## src/rtl/cpu_pkg.sv

```systemverilog
// Shared types and constants for the CPU fetch path.
package cpu_pkg;

  localparam logic [31:0] CPU_RESET_ADDR = 32'hFFFF0000;

  // One prefetched instruction together with the PC it was fetched from.
  typedef struct packed {
    logic [31:0] pc;
    logic [31:0] instr;
  } ifq_entry_t;

  localparam int IFQ_ENTRY_W = $bits(ifq_entry_t);

endpackage

```

## src/rtl/cpu_ifq_fifo.sv

```systemverilog
// Generic DEPTH-entry FIFO of ifq_entry_t with push/pop/clear.
// The head is read combinationally from storage; clear overrides push and pop.
module cpu_ifq_fifo
  import cpu_pkg::*;
#(
  parameter int DEPTH = 4
) (
  input  logic                       clk,
  input  logic                       reset,
  input  logic                       push,
  input  logic [IFQ_ENTRY_W-1:0]     wdata,
  input  logic                       pop,
  input  logic                       clear,
  output logic [$clog2(DEPTH):0]     count,
  output logic [IFQ_ENTRY_W-1:0]     head
);

  localparam int AW = $clog2(DEPTH);
  localparam int CW = AW + 1;

  logic [AW-1:0] wr_ptr_q, wr_ptr_d;
  logic [AW-1:0] rd_ptr_q, rd_ptr_d;
  logic [CW-1:0] count_q, count_d;
  ifq_entry_t    mem_q [DEPTH];
  ifq_entry_t    mem_d [DEPTH];

  always_comb begin
    wr_ptr_d = wr_ptr_q;
    rd_ptr_d = rd_ptr_q;
    count_d  = count_q;
    mem_d    = mem_q;
    if (clear) begin
      wr_ptr_d = '0;
      rd_ptr_d = '0;
      count_d  = '0;
    end else begin
      // Pointers are AW bits wide, so DEPTH being a power of two gives free wrap.
      if (push) begin
        mem_d[wr_ptr_q] = ifq_entry_t'(wdata);
        wr_ptr_d        = wr_ptr_q + 1'b1;
      end
      if (pop) rd_ptr_d = rd_ptr_q + 1'b1;
      count_d = count_q + CW'(push) - CW'(pop);
    end
  end

  always_ff @(posedge clk) begin
    if (reset) begin
      wr_ptr_q <= '0;
      rd_ptr_q <= '0;
      count_q  <= '0;
    end else begin
      wr_ptr_q <= wr_ptr_d;
      rd_ptr_q <= rd_ptr_d;
      count_q  <= count_d;
    end
  end

  always_ff @(posedge clk) begin
    mem_q <= mem_d;
  end

  // The fetch credit rule keeps acks away from a full queue.
  always_ff @(posedge clk) begin
    if (!reset && push && !clear)
      assert (count_q != CW'(DEPTH));
  end

  assign count = count_q;
  assign head  = mem_q[rd_ptr_q];

endmodule

```

## src/rtl/cpu_ifetch_queue.sv

```systemverilog
// Pipelined instruction fetch: keeps up to MAX_OUTSTANDING cpui reads in flight and
// buffers returned words for decode. Optional counters under CPU_IFQ_PERF_EN.
module cpu_ifetch_queue
  import cpu_pkg::*;
#(
  parameter int          DEPTH           = 4,
  parameter int          MAX_OUTSTANDING = 2,
  parameter logic [31:0] RESET_ADDR      = CPU_RESET_ADDR
) (
  input  logic        clock,
  input  logic        reset,
  input  logic        stall,
  output logic        cpui_request,
  output logic [31:0] cpui_addr,
  input  logic [31:0] cpui_rdata,
  input  logic        cpui_ack,
  output logic [31:0] p2_instr,
  output logic [31:0] p2_pc,
  output logic        p2_instr_valid,
  input  logic        p2_bubble,
  input  logic        p3_jump_taken,
  input  logic [31:0] p3_jump_addr
`ifdef CPU_IFQ_PERF_EN
  ,
  output logic [31:0] perf_starve,
  output logic [31:0] perf_flush
`endif
);

  localparam int CW = $clog2(DEPTH) + 1;
  localparam int OW = $clog2(MAX_OUTSTANDING) + 1;

  logic          req_q, req_d;
  logic [31:0]   addr_q, addr_d;
  logic [31:0]   fetch_pc_q, fetch_pc_d;
  logic [31:0]   resp_pc_q, resp_pc_d;
  logic [OW-1:0] outstanding_q, outstanding_d;
  logic [OW-1:0] discard_q, discard_d;

  logic          flush, pop, ack_live, issue, credit_ok;
  logic [CW-1:0] count;
  ifq_entry_t    head;
  logic [31:0]   target_pc;

  assign flush     = p3_jump_taken && !stall;
  assign pop       = p2_instr_valid && !stall && !p2_bubble;
  assign target_pc = p3_jump_addr & ~32'h3;
  // An ack landing on the flush edge belongs to the old stream and is dropped.
  assign ack_live  = cpui_ack && (discard_q == '0) && !flush;

  // Live requests plus queued words must fit the queue so every ack has a slot.
  assign credit_ok = (int'(count) + int'(outstanding_q) - int'(discard_q)) < DEPTH;
  assign issue     = !flush && (int'(outstanding_q) < MAX_OUTSTANDING) && credit_ok;

  always_comb begin
    req_d         = issue;
    addr_d        = addr_q;
    fetch_pc_d    = fetch_pc_q;
    resp_pc_d     = resp_pc_q;
    outstanding_d = outstanding_q + OW'(issue) - OW'(cpui_ack);
    discard_d     = discard_q;

    if (issue) begin
      addr_d     = fetch_pc_q;
      fetch_pc_d = fetch_pc_q + 32'd4;
    end

    if (flush) begin
      fetch_pc_d = target_pc;
      resp_pc_d  = target_pc;
      // Everything still in flight after this edge is stale.
      discard_d  = outstanding_q - OW'(cpui_ack);
    end else begin
      if (cpui_ack && discard_q != '0) discard_d = discard_q - 1'b1;
      if (ack_live) resp_pc_d = resp_pc_q + 32'd4;
    end
  end

  always_ff @(posedge clock) begin
    if (reset) begin
      req_q         <= 1'b0;
      addr_q        <= RESET_ADDR;
      fetch_pc_q    <= RESET_ADDR;
      resp_pc_q     <= RESET_ADDR;
      outstanding_q <= '0;
      discard_q     <= '0;
    end else begin
      req_q         <= req_d;
      addr_q        <= addr_d;
      fetch_pc_q    <= fetch_pc_d;
      resp_pc_q     <= resp_pc_d;
      outstanding_q <= outstanding_d;
      discard_q     <= discard_d;
    end
  end

  cpu_ifq_fifo #(
    .DEPTH (DEPTH)
  ) u_fifo (
    .clk   (clock),
    .reset (reset),
    .push  (ack_live),
    .wdata ({resp_pc_q, cpui_rdata}),
    .pop   (pop),
    .clear (flush),
    .count (count),
    .head  (head)
  );

  assign cpui_request   = req_q;
  assign cpui_addr      = addr_q;
  assign p2_instr       = head.instr;
  assign p2_pc          = head.pc;
  assign p2_instr_valid = (count != '0);

`ifdef CPU_IFQ_PERF_EN
  logic [31:0] perf_starve_q, perf_starve_d;
  logic [31:0] perf_flush_q, perf_flush_d;

  always_comb begin
    perf_starve_d = perf_starve_q + 32'(!p2_instr_valid && !stall);
    perf_flush_d  = perf_flush_q + 32'(flush);
  end

  always_ff @(posedge clock) begin
    if (reset) begin
      perf_starve_q <= '0;
      perf_flush_q  <= '0;
    end else begin
      perf_starve_q <= perf_starve_d;
      perf_flush_q  <= perf_flush_d;
    end
  end

  assign perf_starve = perf_starve_q;
  assign perf_flush  = perf_flush_q;
`endif

endmodule

```

## config.mk

```make
export PLATFORM = sky130hd
export DESIGN_NAME = cpu_ifetch_queue
export DESIGN_NICKNAME = d
export VERILOG_FILES = /design/src/rtl/cpu_pkg.sv /design/src/rtl/cpu_ifq_fifo.sv /design/src/rtl/cpu_ifetch_queue.sv
export SDC_FILE = /design/constraint.sdc
export NUM_CORES = 1
export LEC_CHECK = 0
export CORE_AREA = 2 2 175 177
export CTS_BUF_LIST = sky130_fd_sc_hd__clkbuf_16
export DETAILED_ROUTE_END_ITERATION = 8
export DIE_AREA = 0 0 177 179
export GPL_ROUTABILITY_DRIVEN = 0
export HOLD_SLACK_MARGIN = 0.03
export PLACE_DENSITY = 0.79
export SYNTH_ARGS = -nofsm -noshare
export SYNTH_HDL_FRONTEND = slang
export SYNTH_SLANG_ARGS = --single-unit
```

## constraint.sdc

```tcl
create_clock -name clock -period 4.7 [get_ports clock]
set_clock_uncertainty 0.15 [all_clocks]
set_input_delay 0.94 -clock clock [delete_from_list [all_inputs] [get_ports clock]]
set_output_delay 0.94 -clock clock [all_outputs]
set_load 0.02 [all_outputs]
```

**Word-level counts from Yosys, hierarchy flattened**

Index checks and enable logic that the tools add are counted.
W data, S select, Z words.

- Bits in registers: 364
- Output and inout port bits: 98
- Logic and storage cells: 71

- Add/subtract/negate cells: 12
- $lt $le $gt $ge: 5
- Muxes and demuxes: 12
- Bitwise logic cells: 3
- Reduce and logical (&&, ||, !) cells: 20

Operators by type and width:

| cell | count |
|---|---|
| $bwmux W256 | 1 |
| $mux W64 | 3 |
| $bmux W64 S2 | 1 |
| $demux W64 S2 | 1 |
| $mux W32 | 4 |
| $add A32 B3 Y32 const B | 2 |
| $logic_and A1 B1 Y1 | 9 |
| $reduce_bool A2 Y1 | 4 |
| $ge A3 B3 Y1 const B | 2 |
| $not A2 Y3 | 2 |
| $lt A5 B4 Y1 const B | 1 |
| $sub A4 B2 Y5 | 1 |
| $add A2 B1 Y2 const B | 2 |
| $add A3 B2 Y4 | 1 |
| $mux W2 | 2 |
| $sub A2 B1 Y2 | 2 |
| $add A3 B1 Y3 | 1 |
| $logic_not A1 Y1 | 3 |
| $lt A3 B1 Y1 const B | 1 |
| $reduce_bool A3 Y1 | 1 |
| $sub A3 B1 Y3 | 1 |
| $add A2 B1 Y2 | 1 |
| $logic_not A2 Y1 | 1 |
| $lt A2 B2 Y1 const B | 1 |
| other kinds (4) | 4 |

**Depth between registers and ports, before layout**

Gate-level depths: netlist (run 1).

- Depth in word-level cells: 7
- Depth in mapped cells: 16

**Modules after synthesis**

A second synthesis (run 1) with hierarchy kept.

- Cell total of the unflattened synthesis: 965
- Area total of the unflattened synthesis: 14,641.5 um^2

By module, submodules not included:

| module | instances | cells each | area each (um^2) |
|---|---|---|---|
| cpu_ifq_fifo | 1 | 377 | 9,678.0 |
| cpu_ifetch_queue | 1 | 588 | 4,963.5 |

**Worst setup path after synthesis (run 1)**

OpenSTA, ideal clock, no wires.

- Path type: input port to flip-flop
- From: in stall
- To: reg u_fifo.mem_q[0] in the netlist's numbering, enable pin
- Arrival time: 3,493 ps
- Required time: 4,123 ps
- Slack: 630 ps
- Stages: 5
- Buffers on the path: 3
- Cell sequence: nand2b_1 > clkbuf_1 > clkbuf_1 > clkbuf_1 > and3_1

- Cells in the longest elaborated chain, start to end: 5
- Elaborated cells between the ends (all ways): 6
- Classes of those cells: 1 x bitwise; 5 x reduce/logical

RTL lines:

| item | RTL line | RTL |
|---|---|---|
| from (decl) | cpu_ifetch_queue.sv:12 | `input logic stall,` |
| $logic_not A1 Y1 * | cpu_ifetch_queue.sv:45 | `assign flush = p3_jump_taken && !stall;` |
| $logic_and A1 B1 Y1 * | cpu_ifetch_queue.sv:45 |  |
| $logic_not A1 Y1 | -- |  |
| $logic_and A1 B1 Y1 | cpu_ifetch_queue.sv:49 | `assign ack_live = cpui_ack && (discard_q == '0) && !flush;` |
| $reduce_and A2 Y1 (no line) * | -- |  |
| to (signal assigned) | cpu_ifq_fifo.sv:60 | `mem_q <= mem_d;` |
| to (decl) | cpu_ifq_fifo.sv:24 | `ifq_entry_t mem_q [DEPTH];` |

Every way passes the cells marked *; elsewhere a longest branch is shown, timed or not.
A chain may end at the register's enable or synchronous reset.

**Worst setup path in the final report (run 1)**

- From: reg outstanding_q[1]
- To: reg outstanding_q[1]

- Cells in the longest elaborated chain, start to end: 6
- Elaborated cells between the ends (all ways): 8
- Classes of those cells: 4 x add/sub; 2 x order compare; 2 x reduce/logical

RTL lines:

| item | RTL line | RTL |
|---|---|---|
| from (decl) | cpu_ifetch_queue.sv:37 | `logic [OW-1:0] outstanding_q, outstanding_d;` |
| from (signal assigned) | cpu_ifetch_queue.sv:92 | `outstanding_q <= outstanding_d;` |
| $add A3 B2 Y4 | cpu_ifetch_queue.sv:52 | `assign credit_ok = (int'(count) + int'(outstanding_q) - int'(discard_q)) < DEPTH;` |
| $sub A4 B2 Y5 | cpu_ifetch_queue.sv:52 |  |
| $lt A5 B4 Y1 | cpu_ifetch_queue.sv:52 |  |
| $logic_and A1 B1 Y1 | cpu_ifetch_queue.sv:53 | `assign issue = !flush && (int'(outstanding_q) < MAX_OUTSTANDING) && credit_ok;` |
| $add A2 B1 Y2 * | cpu_ifetch_queue.sv:60 | `outstanding_d = outstanding_q + OW'(issue) - OW'(cpui_ack);` |
| $sub A2 B1 Y2 * | cpu_ifetch_queue.sv:60 |  |

Marks and branches as above.

==> results of run 1 <==
==> Yosys cell counts (26+ instances only) <==
master	n
sky130_fd_sc_hd__clkbuf_1	38
sky130_fd_sc_hd__nor3_1	60
sky130_fd_sc_hd__a21oi_1	44
sky130_fd_sc_hd__nor4_1	26
sky130_fd_sc_hd__edfxtp_1	248
sky130_fd_sc_hd__a211oi_1	30
sky130_fd_sc_hd__and3_1	31
sky130_fd_sc_hd__dfxtp_1	102
sky130_fd_sc_hd__mux4_2	62
sky130_fd_sc_hd__nand3_1	36
sky130_fd_sc_hd__nor2_1	44
sky130_fd_sc_hd__nand2_1	28
==> flip-flops by register name (all words and copies together) (netlist names) <==
name / flops
cpui_request: 1
outstanding_q: 2
fetch_pc_q: 30
u_fifo.mem_q: 248
resp_pc_q: 30
discard_q: 2
u_fifo.wr_ptr_q: 2
u_fifo.rd_ptr_q: 2
cpui_addr: 30
u_fifo.count: 3
==> final cells by class <==
cell class | count | share of cell area, %
inverter | 20 | 0.417
sequential | 350 | 52.7
tap | 396 | 2.75
clock inverter | 30 | 1.20
clock buffer | 38 | 5.28
multi-input combinational | 595 | 27.3
timing repair buffer | 181 | 10.3
==> metrics by stage <==
step	hold slack [ps]	util, %	cells
final	322	59.9	1610
after global placement	312	56.1	1542
after CTS	326	59.9	1610
after detailed placement	315	56.1	1542
after floorplan	317	-	1034
after global routing	346	59.9	1610
==> worst min-delay path, cell delays in order (launching register included) <==
cell and delay (ps):
sky130_fd_sc_hd__dfxtp_1 310, sky130_fd_sc_hd__nand3_1 60, sky130_fd_sc_hd__a21oi_1 60
==> layout by cell type, fill, tap and decap left out, types with 18 or more instances in the layout <==
master,count
sky130_fd_sc_hd__o21ai_0,18
sky130_fd_sc_hd__edfxtp_1,248
sky130_fd_sc_hd__or3_1,19
sky130_fd_sc_hd__nand4_1,20
sky130_fd_sc_hd__nand2_1,28
sky130_fd_sc_hd__nor2_1,44
sky130_fd_sc_hd__nor4_1,26
sky130_fd_sc_hd__nor3_1,60
sky130_fd_sc_hd__inv_1,31
sky130_fd_sc_hd__a211oi_1,30
sky130_fd_sc_hd__clkdlybuf4s50_1,160
sky130_fd_sc_hd__a21oi_1,44
sky130_fd_sc_hd__dfxtp_1,100
sky130_fd_sc_hd__clkbuf_16,38
sky130_fd_sc_hd__nand3_1,36
sky130_fd_sc_hd__and3_1,27
sky130_fd_sc_hd__a211o_1,18
sky130_fd_sc_hd__mux4_2,62
==> report_power, final <==
part / total, mW / internal [mW] / leakage (nW) / switching [mW]
clock network: 2.77 / 1.59 / 0.606 / 1.18
registers: 3.71 / 3.54 / 3.06 / 0.173
logic: 1.77 / 0.777 / 2.30 / 0.992
==> path summary, 6_finish.rpt <==
check / cells past startpoint / end / slack (ps) / from
worst max-delay path: 15 / outstanding_q[1] / 750 / outstanding_q[1]
worst min-delay path: 2 / cpui_addr[3] / 320 / cpui_addr[3]
worst max register to register: 15 / outstanding_q[1] / 750 / outstanding_q[1]
worst min register to register: 2 / cpui_addr[3] / 320 / cpui_addr[3]
==> per-layer routing <==
layer	part of all wire [%]	vias to the layer above
li1	-	4416
met1	43	4761
met2	47	453
met3	7.9	39
met4	1.3	0
met5	0	-
==> cell families after synthesis <==
| kind of cell | after synthesis |
|---|---|
| flops | 350 |
| simple gates | 322 |
| compound gates | 164 |
| buf+inv | 89 |
| mux | 64 |
| xor+xnor | 22 |
| fa+ha+maj | 19 |
| other cells | 1 |
==> impl_metrics.yaml, run 1 <==
clock_tree:
  cts_root_buffer: "sky130_fd_sc_hd__clkbuf_16"
  clock_tree.buffer_depth: 3
  clk-insertion-delay-late_ps: 530
  cts_resized: 0
  postCtsSetupBuffers: 0
  tritoncts: "done"
  cts.reportedPaths.clkPinSlew_ps: 60
  hold_buffers: 0
  tritoncts.num_buffers: 37
  cts_sinks: 350
  ctsHtreeMaxLevel: 2
floorplanning:
  dieArea_um2: 31700
  number_of_top_level_pins: 168
  start_util_pct: 49.1
  die_width_um: 177
  coreArea_um2: 30000
  placement_rows: 64
  floorplan_die_height_um: 179
placement:
  hpwl_um: 21400
  postPlaceCellArea_um2: 16800
  dpl_worst_slack_ps: 752
  buffer_ports.inserted: 161
detailed_routing:
  detail_route.iter0.violations: 932
  routedWlPerCell_um: 20.9
  drt-vias-per-instance: 6.01
  detail_route.drc_violations: 0
  antenna_violating_nets_post_route: 0
  drtPass1Iterations: 5
  detail_route.wirelength_um: 33600
  via_count: 9669
logic_synthesis:
  synth-seq-area-share_pct: 64.3
  combinational_family_with_the_most_area_after_synthesis: "simple AND/OR/NAND/NOR gates"
  post_synth_xor_area_fraction_pct: 1.31
  synth_edf_count: 248
  yosys_warnings: 0
  postSynthCellCount: 1031
  yosys-top-cells-area: "sky130_fd_sc_hd__edfxtp_1 (50%), sky130_fd_sc_hd__dfxtp_1 (14%), sky130_fd_sc_hd__mux4_2 (9.5%), sky130_fd_sc_hd__nor3_1 (2.0%), sky130_fd_sc_hd__a211oi_1 (1.5%)"
  synth_cell_type_count: 68
  syn_area_per_cell_um2: 14.3
  fraction_of_the_mapped_netlist_area_in_adder_cells_pct: 1.71
  synth_seq_cells: 350
  post-synth-top-area-cell: "sky130_fd_sc_hd__edfxtp_1"
  synth_flop_cell: "sky130_fd_sc_hd__edfxtp_1"
  synth.area.mux_share_pct: 9.60
  netlist.area_leader.share_pct: 50.5
  fraction_of_the_mapped_netlist_area_in_simple_logic_gates_pct: 12.3
  async_reset_ff_share_pct: 0
  synth_compound_area_share_pct: 8.08
  netlist_area_pre_place_um2: 14800
sta:
  max_freq_ghz: 0.253
  finalSetupViolations: 0
  hold_viol: 0
  relSlewSlack_pct: 40.5
  rsz0062_at_grt: "no"
  min_period_over_period_pct: 84.0
  final_max_slew_viol_count: 0
  fin_ws_ps: 753
  final_total_negative_setup_slack_ps: 0
  max_slew.worst_pin.slew_ps: 870
  final.min_clock_period_ps: 3950
worst_setup_path:
  timing_worst_setup_path_type: "flip-flop to flip-flop"
  crit_path_frequent_cell: "sky130_fd_sc_hd__inv_1"
  critical_path_cell_list: "inv_1 > fa_1 > inv_1 > ha_1 > and3b_1 > or4b_1 > a21o_1 > nand2_2 > inv_1 > ha_1 > inv_1 > ha_1 > xnor2_1 > xnor2_1 > nor2_1"
  crit_arrival_ps: 4180
  worstPathRequired_ps: 4930
  crit_path_max_fanout: 8
  worst_path_largest_cell_delay_ps: 670
  cp.buffers_inverters: 4
  cp_top_family: "adder cells"
  crit_path_top_delay_cell: "sky130_fd_sc_hd__or4b_1"
  worstSetupStartpointType: "flip-flop"
  worst_setup_ep_type: "flip-flop"
cells_and_area:
  antenna-diode-count: 0
  final_net_count: 1274
  fill_cells: 2255
  design_area_um2: 18000
  area_growth_syn_to_layout_pct: 22.0
  multiInputGateArea_um2: 4910
  final_layout_size_suffix_gt1_share_pct: 12.4
  sequential_cell_area_um2: 9490
power_and_ir_drop:
  p_leak_nw: 5.97
  fin_total_pwr_mw: 8.25
  worst_ir_drop_vdd_v: 0.000297
  power_density_nw_per_um2: 458
status:
  outcome: "finished, final reports clean"
global_routing:
  grt_pass1_vias: 9407
  grt_first_pass_wirelength_um: 52600
  global_route.usage.met1_pct: 30.2
  grtUsageMet3_pct: 3.69
  grt_remaining_overflow: 0
  globalRouteMet2Util_pct: 35.1
  gr-usage-all-layers_pct: 21.4
  busiest_layer: "met2"
  grt_max_degree: 85
  grt_antenna_before_repair: 0
flow_run:
  max-cap-violations: 0
min_path:
  min-delay-path-class: "flip-flop to flip-flop"
No activity file was read; power rests on OpenSTA's default activity.
==> run 2: changes to the inputs <==
==> constraint.sdc (replaced) <==
create_clock -name clock -period 4.01 [get_ports clock]
set_clock_uncertainty 0.15 [all_clocks]
set_input_delay 0.802 -clock clock [delete_from_list [all_inputs] [get_ports clock]]
set_output_delay 0.802 -clock clock [all_outputs]
set_load 0.02 [all_outputs]
==> run 2 against run 1 <==
Compared with the run above: register-to-register slack lost 440 ps; global-route usage shrank 0.77 points; die area is the same; sequential power grew 18%; via count shrank 1.6%; setup slack lost 440 ps; final area is essentially flat; flip-flop and latch count is the same; maximum frequency grew 6.6%.
==> impl_metrics.yaml, run 2 (same netlist as run 1, synthesis figures left out) <==
sta:
  final_total_negative_setup_slack_ps: 0
  min_period_over_period_pct: 92.3
  finalSetupViolations: 0
  final_max_slew_viol_count: 0
  max_slew.worst_pin.slew_ps: 981
  relSlewSlack_pct: 34.0
  rsz0062_at_grt: "no"
  hold_viol: 0
  max_freq_ghz: 0.270
  final.min_clock_period_ps: 3700
worst_setup_path:
  timing_worst_setup_path_type: "flip-flop to flip-flop"
  crit_path_max_fanout: 6
  timing.reg2reg.worst_path_depth: 15
  worst_setup_ep_type: "flip-flop"
  worstSetupStartpointType: "flip-flop"
  reg2reg_from: "outstanding_q[1]"
  rr_endpoint: "outstanding_q[1]"
  worstPathRequired_ps: 4260
  timing.reg2reg.setup_slack_ps: 310
  crit_arrival_ps: 3950
min_path:
  min-delay-path-class: "flip-flop to flip-flop"
  holdPathStages: 2
  min_to: "cpui_addr[3]"
  timing.hold.worst.start: "cpui_addr[3]"
detailed_routing:
  drtPass1Iterations: 5
  detail_route.iter0.violations: 981
  via_count: 9519
  antenna_violating_nets_post_route: 0
  routedWlPerCell_um: 20.4
  detail_route.drc_violations: 0
  drt-vias-per-instance: 5.90
  detail_route.wirelength_um: 32900
power_and_ir_drop:
  power_density_nw_per_um2: 535
  worst_ir_drop_vdd_v: 0.000301
  p_leak_nw: 5.99
floorplanning:
  placement_rows: 64
  die_width_um: 177
  coreArea_um2: 30000
  number_of_top_level_pins: 168
  start_util_pct: 49.1
  dieArea_um2: 31700
  floorplan_die_height_um: 179
global_routing:
  gr-usage-all-layers_pct: 20.7
  grt_remaining_overflow: 0
  grt_pass1_vias: 9324
  grt_antenna_before_repair: 0
  grt_first_pass_wirelength_um: 51100
  grt_max_degree: 67
clock_tree:
  clock_tree.buffer_depth: 3
  cts_resized: 0
  clk-insertion-delay-late_ps: 520
  cts_sinks: 350
  cts.reportedPaths.clkPinSlew_ps: 60
  tritoncts.num_buffers: 37
  tritoncts: "done"
  ctsHtreeMaxLevel: 2
  hold_buffers: 0
  postCtsSetupBuffers: 0
  cts_root_buffer: "sky130_fd_sc_hd__clkbuf_16"
cells_and_area:
  final_net_count: 1279
  final_core_utilization_pct: 60.0
  design_area_um2: 18000
  mostFrequentLayoutCell: "sky130_fd_sc_hd__edfxtp_1"
  register_with_the_most_flip_flops: "u_fifo.mem_q"
  final_layout_size_suffix_gt1_share_pct: 12.9
  fill_cells: 2284
  area_growth_syn_to_layout_pct: 22.1
  layout.cells.most_common_list: "sky130_fd_sc_hd__edfxtp_1 (248), sky130_fd_sc_hd__clkdlybuf4s50_1 (160), sky130_fd_sc_hd__dfxtp_1 (100)"
  largest_register_ffs: 248
  antenna-diode-count: 0
flow_run:
  max-cap-violations: 0
status:
  outcome: "finished, final reports clean"
placement:
  hpwl_um: 20800
  buffer_ports.inserted: 161
  postPlaceCellArea_um2: 16900
run 2: cell count changes in the layout (fill, tap and decap cells not counted), sizes merged:
cell,delta
clkinv,-3
inv,+1
buf,+5
run 2: per-layer routing:
metal | up-vias | wire length, µm | global-route usage, %
met4 | 0 | 455 | 4.58
met1 | 4704 | 14400 | 29.4
met2 | 356 | 15700 | 33.9
met5 | - | 0 | 0
li1 | 4417 | - | -
met3 | 42 | 2350 | 3.01
run 2: cell type report:
cell class	instances	area, µm²	area share [%]
clock buffers	38	951	5.28
clock inverters	28	206	1.15
inverters	20	75.1	0.417
multi-input cells	595	4910	27.2
flip-flops and latches	350	9490	52.7
well taps	396	495	2.75
repair buffers	186	1880	10.5
run 2: worst max-delay path by stage:
stage,startpoint,end,slack [ps],cells past startpoint
global placement,outstanding_q[1],outstanding_q[1],360,15
CTS,outstanding_q[1],outstanding_q[1],310,15
floorplan,stall,u_fifo.mem_q[0],80,5
global route,outstanding_q[1],outstanding_q[1],60,15
finish,outstanding_q[1],outstanding_q[1],310,15
detailed placement,outstanding_q[1],outstanding_q[1],330,15
run 2: through the flow:
step                hold WS, ps  total power [mW]  setup slack (ps)  instances
floorplan                   317              5.73              77.9       1034
global placement            312              6.43               356       1547
detailed placement          310              6.49               325       1547
CTS                         325              9.70               310       1613
global route                338              10.1              63.1       1613
finish                      322              9.64               309       1613
run 2: critical path, cell delays in order, from the launching register on:
cell and delay (ps):
sky130_fd_sc_hd__dfxtp_1 400, sky130_fd_sc_hd__inv_1 150, sky130_fd_sc_hd__fa_1 550, sky130_fd_sc_hd__inv_1 40, sky130_fd_sc_hd__ha_1 310, sky130_fd_sc_hd__and3b_1 200, sky130_fd_sc_hd__or4b_1 490, sky130_fd_sc_hd__a21o_1 210
sky130_fd_sc_hd__nand2_2 80, sky130_fd_sc_hd__inv_1 120, sky130_fd_sc_hd__ha_1 310, sky130_fd_sc_hd__inv_1 40, sky130_fd_sc_hd__ha_1 180, sky130_fd_sc_hd__xnor2_1 160, sky130_fd_sc_hd__xnor2_1 140, sky130_fd_sc_hd__nor2_1 50
run 2: power breakdown:
group | leakage [nW] | internal [mW] | total (mW) | switching, mW
clock | 0.606 | 1.86 | 3.21 | 1.35
sequential | 3.06 | 4.15 | 4.36 | 0.205
combinational | 2.32 | 0.919 | 2.07 | 1.16
total | 5.99 | 6.93 | 9.64 | 2.71
